--- src/rtl/decoder_scan.sv ---
// Registered active-low one-hot select driver with direct, timed-pulse and rotating-scan modes.
// All outputs update one cycle after the sampled inputs; strobes during a pulse are dropped, never queued.
module decoder_scan #(
  parameter int SEL_W = 5,
  parameter int OUT_N = 32,
  parameter int DWELL = 4
) (
  input  logic             iClk,
  input  logic             iRst_n,
  input  logic             iEna,
  input  logic [1:0]       iMode,
  input  logic [SEL_W-1:0] iData,
  input  logic             iStb,
  output logic [OUT_N-1:0] oData,
  output logic [SEL_W-1:0] oIdx,
  output logic             oBusy,
  output logic             oErr
);

  localparam int CNT_W = (DWELL > 1) ? $clog2(DWELL) : 1;

  localparam logic [1:0] M_DIRECT = 2'b00;
  localparam logic [1:0] M_PULSE  = 2'b01;
  localparam logic [1:0] M_SCAN   = 2'b10;

  typedef enum logic [1:0] {IDLE, DIRECT, PULSE, SCAN} state_t;

  state_t           r_state;
  logic [1:0]       r_mode;
  logic [CNT_W-1:0] r_cnt;
  logic [OUT_N-1:0] r_data;
  logic [SEL_W-1:0] r_idx;
  logic             r_busy;
  logic             r_err;

  state_t           w_state_nxt;
  logic [CNT_W-1:0] w_cnt_nxt;
  logic [OUT_N-1:0] w_data_nxt;
  logic [SEL_W-1:0] w_idx_nxt;
  logic             w_busy_nxt;
  logic             w_err_nxt;
  logic             w_in_range;
  logic             w_dwell_done;
  logic [SEL_W-1:0] w_scan_next;

  function automatic logic [OUT_N-1:0] f_sel(input logic [SEL_W-1:0] idx);
    return ~(OUT_N'(1) << idx);
  endfunction

  // One extra bit so OUT_N == 2**SEL_W is representable in the unsigned compare.
  assign w_in_range   = {1'b0, iData} < (SEL_W+1)'(OUT_N);
  assign w_dwell_done = (r_cnt == CNT_W'(DWELL-1));
  assign w_scan_next  = ({1'b0, r_idx} == (SEL_W+1)'(OUT_N-1)) ? '0 : r_idx + SEL_W'(1);

  always_comb begin
    w_state_nxt = r_state;
    w_cnt_nxt   = r_cnt;
    w_data_nxt  = '1;
    w_idx_nxt   = r_idx;
    w_busy_nxt  = 1'b0;
    w_err_nxt   = 1'b0;

    if (iMode != r_mode) begin
      w_state_nxt = IDLE;
      w_cnt_nxt   = '0;
      w_idx_nxt   = '0;
    end else if (!iEna) begin
      // Scan keeps index and dwell count so rotation resumes where it paused.
      if (r_state == PULSE) begin
        w_state_nxt = IDLE;
        w_cnt_nxt   = '0;
      end
    end else begin
      case (iMode)
        M_DIRECT: begin
          w_state_nxt = DIRECT;
          if (w_in_range) begin
            w_data_nxt = f_sel(iData);
            w_idx_nxt  = iData;
          end else begin
            w_err_nxt = 1'b1;
          end
        end
        M_PULSE: begin
          if (r_state == PULSE) begin
            if (w_dwell_done) begin
              w_state_nxt = IDLE;
              w_cnt_nxt   = '0;
            end else begin
              w_cnt_nxt  = r_cnt + CNT_W'(1);
              w_data_nxt = f_sel(r_idx);
              w_busy_nxt = 1'b1;
            end
          end else begin
            w_state_nxt = IDLE;
            if (iStb && w_in_range) begin
              w_state_nxt = PULSE;
              w_cnt_nxt   = '0;
              w_idx_nxt   = iData;
              w_data_nxt  = f_sel(iData);
              w_busy_nxt  = 1'b1;
            end else if (iStb) begin
              w_err_nxt = 1'b1;
            end
          end
        end
        M_SCAN: begin
          w_busy_nxt = 1'b1;
          if (r_state != SCAN) begin
            w_state_nxt = SCAN;
            w_cnt_nxt   = '0;
            w_idx_nxt   = '0;
            w_data_nxt  = f_sel('0);
          end else if (w_dwell_done) begin
            w_cnt_nxt  = '0;
            w_idx_nxt  = w_scan_next;
            w_data_nxt = f_sel(w_scan_next);
          end else begin
            w_cnt_nxt  = r_cnt + CNT_W'(1);
            w_data_nxt = f_sel(r_idx);
          end
        end
        default: w_state_nxt = IDLE;
      endcase
    end
  end

  always_ff @(posedge iClk) begin
    if (!iRst_n) begin
      r_state <= IDLE;
      r_mode  <= M_DIRECT;
      r_cnt   <= '0;
      r_data  <= '1;
      r_idx   <= '0;
      r_busy  <= 1'b0;
      r_err   <= 1'b0;
    end else begin
      r_state <= w_state_nxt;
      r_mode  <= iMode;
      r_cnt   <= w_cnt_nxt;
      r_data  <= w_data_nxt;
      r_idx   <= w_idx_nxt;
      r_busy  <= w_busy_nxt;
      r_err   <= w_err_nxt;
    end
  end

  assign oData = r_data;
  assign oIdx  = r_idx;
  assign oBusy = r_busy;
  assign oErr  = r_err;

endmodule

--- config.mk ---
export PLATFORM = sky130hd
export DESIGN_NAME = decoder_scan
export DESIGN_NICKNAME = d
export VERILOG_FILES = /design/src/rtl/decoder_scan.sv
export SDC_FILE = /design/constraint.sdc
export NUM_CORES = 1
export LEC_CHECK = 0
export BUFFER_PORTS_ARGS = -buffer_cell sky130_fd_sc_hd__buf_4
export CORE_UTILIZATION = 35
export CTS_BUF_LIST = sky130_fd_sc_hd__clkbuf_8 sky130_fd_sc_hd__clkbuf_16
export DETAILED_ROUTE_END_ITERATION = 16
export HOLD_SLACK_MARGIN = 0.08
export PLACE_DENSITY = 0.5
export SYNTH_ARGS = -nofsm -noshare
export SYNTH_HDL_FRONTEND = slang
export SYNTH_SLANG_ARGS = --single-unit
--- constraint.sdc ---
create_clock -name iClk -period 5.27 [get_ports iClk]
set_input_delay 0.527 -clock iClk [delete_from_list [all_inputs] [get_ports iClk]]
set_output_delay 0.527 -clock iClk [all_outputs]
set_load 0.005 [all_outputs]
==> results.yml <==
clock_network:
  cts_setup_buffers: 0
  cts_tree: "yes"
  cts-htree-levels: 2
  path_clk_slew_ns: 0.11
  clk_path_buf_depth: 2
  hold_buffers: 0
  clock_latency_ns: 0.31
  numCtsBuffers: 5
  cts_root_buf: "clkbuf_8"
  clock-sinks: 44
  cts.repair.resized: 0
worst_setup_path:
  cp-start-kind: "register"
  reg2reg_from: "oIdx[3]$_SDFFE_PP0P_"
  cp.arrival_ns: 3.02
  cp-startpoint: "oIdx[3]$_SDFFE_PP0P_"
  cp_max_fo: 28
  cp.required_ns: 5.43
  path_class: "reg2reg"
  reg2reg_slack_ns: 2.41
  end_kind: "register"
synthesis:
  syn_area_mm2: 0.00343
  synth_warnings: 0
  syn-num-nets: 478
  syn_area_per_cell_um2: 7.53
  synth_area_leaders: "dfxtp_1 26%, o2111ai_1 6.4%, o221ai_1 6.4%, o21ai_0 5.8%, nand2_1 4.6%"
  synth.distinct_cells: 61
  ys_ff_latch: 44
  ys_seq_area_frac: 0.257
  synth_edf_count: 0
  ys.flop_type: "dfxtp_1"
  synth_top_area_share: 0.257
  synth_top_cell_by_area: "dfxtp_1"
  synth_cells: 455
  async_flop_share: 0
route:
  drc: 0
  drt_iter0_markers: 329
  post_drt_wl_per_cell_um: 21.6
  ant_nets: 0
  drt-vias-per-instance: 6.52
  vias: 3917
  routed_wl_um: 13000
  first_pass_iters: 7
timing:
  post-route-min-period_ns: 2.86
  finalCritPeriodShare: 0.542
  hold_violations: 0
  fin_ws_ns: 2.41
  worst_clock_skew_ns: 0.0136
  maxSlewViolCount: 0
  rsz0062_at_grt: "no"
  whs_ns: 0.457
  setup_tns_ns: 0
  worst_slew_pin_slew_ns: 1.11
  setup_viol: 0
  slew_headroom: 0.261
  fmax_ghz: 0.350
grt:
  gr-usage-all-layers: 0.260
  grt_antenna_before_repair: 0
  grt_pass1_wl_um: 20200
  grt_max_degree: 41
  grt_pass1_vias: 3514
  overflow: 0
power_and_ir_drop:
  power.density_mw_per_mm2: 196
  p_total_uw: 769
  ir_drop_uv: 120
  p_leak_uw: 0.00122
cells_and_area:
  drive_above_1_share: 0.150
  nNetsFinal: 494
  finalNonFillerCells: 601
  n_fill_cell: 1012
  syn2layout_area_growth_pct: 14.4
  diodes: 0
placement:
  gp_congestion: 0.933
  dp_cells: 593
  hpwlAfterDp_um: 9210
  portBuffers: 48
  preCtsSetupSlack_ns: 2.52
job:
  maxCapViolations: 0
floorplanning:
  die_w_um: 101
  ios: 50
  core_area_mm2: 0.00937
  dieArea_mm2: 0.0102
  die-height_um: 101
  start_util: 0.366
  rows: 35
outcome:
  status: "finished clean"
min_path:
  min_from: "iRst_n"
  hold_class: "in2reg"
## placed cells by master (no fill, tap or decap), types with 3 or more instances in the layout
| cell | n |
|---|---|
| buf_4 | 52 |
| dfxtp_1 | 44 |
| nand2_1 | 42 |
| o21ai_0 | 40 |
| nor3_1 | 27 |
| o221ai_1 | 25 |
| o2111ai_1 | 25 |
| a31oi_1 | 19 |
| a21oi_1 | 19 |
| inv_1 | 14 |
| nand3_1 | 13 |
| nor2b_1 | 13 |
| nand4_1 | 13 |
| o31ai_1 | 13 |
| ha_1 | 12 |
| nor2_1 | 11 |
| nand2b_1 | 8 |
| and2_1 | 5 |
| nor4_1 | 5 |
| clkbuf_8 | 5 |
| a41o_1 | 3 |
| or2_2 | 3 |
| xor2_1 | 3 |
| nor3b_1 | 3 |
| xnor2_1 | 3 |
| a211oi_1 | 3 |
| or4_1 | 3 |
| or3_1 | 3 |
| o311ai_0 | 3 |
## power by group
group	leakage (uW)	switching (uW)	internal, uW
combinational	0.000810	92.1	46.8
sequential	0.000357	8.73	339
clock	0.0000548	139	143
## path summary, 6_finish.rpt
path	endpoint	cells past startpoint
setup / recovery	oData[2]$_SDFF_PP1_	6
hold / removal	r_mode[1]$_SDFF_PN0_	2
setup reg to reg	oData[2]$_SDFF_PP1_	6
hold reg to reg	r_cnt[1]$_SDFFE_PP0P_	2
## routing by layer
layer / vias to the layer above / part of all wire / track usage / routed length [um]
met4: 0 / 0.043 / 0.127 / 563
met1: 1874 / 0.44 / 0.354 / 5760
met5: - / 0 / 0 / 0
met2: 207 / 0.45 / 0.409 / 5890
met3: 31 / 0.061 / 0.0284 / 791
li1: 1805 / - / - / -
## layout make-up
| cell class | count | area [um2] | share of cell area |
|---|---|---|---|
| Multi-Input combinational cell | 352 | 2310 | 0.590 |
| Sequential cell | 44 | 881 | 0.225 |
| Timing Repair Buffer | 52 | 390 | 0.0996 |
| Tap cell | 129 | 161 | 0.0412 |
| Clock buffer | 5 | 68.8 | 0.0175 |
| Inverter | 16 | 60.1 | 0.0153 |
| Clock inverter | 3 | 46.3 | 0.0118 |
## cell families after synthesis
logic type / synth area share
AOI/OAI and AO/OA: 0.342
buffers and inverters: 0.0726
muxes: 0.00620
DFF: 0.257
and+or+nand+nor: 0.262
xor gates and xnor gates: 0.0153
other: 0.00109
adders and majority gates: 0.0438
## metrics by stage
stage	utilization	area (um2)
2_1_floorplan	-	3430
6_report	0.418	3920
4_1_cts	0.418	3920
5_1_grt	0.418	3920
3_3_place_gp	0.406	3810
3_5_place_dp	0.406	3810
## critical path: stages (launching register included)
cell       delay, ns
dfxtp_1         0.99
and3_1          0.30
ha_1            0.30
nand4b_1        0.27
or4_1           0.50
o22ai_1         0.21
o2111ai_1       0.14
## flip-flops by register name (all words and copies together) (netlist names)
signal	count
r_cnt	2
r_state	2
oData	32
r_mode	2
oIdx	5
oBusy	1
## cell usage after synthesis (14+ instances only)
cell	instances
a31oi_1	19
o2111ai_1	25
o221ai_1	25
dfxtp_1	44
nand2_1	42
nor3_1	27
o21ai_0	40
clkbuf_1	27
inv_1	14
a21oi_1	19
Power figures use the tool's default switching activity.
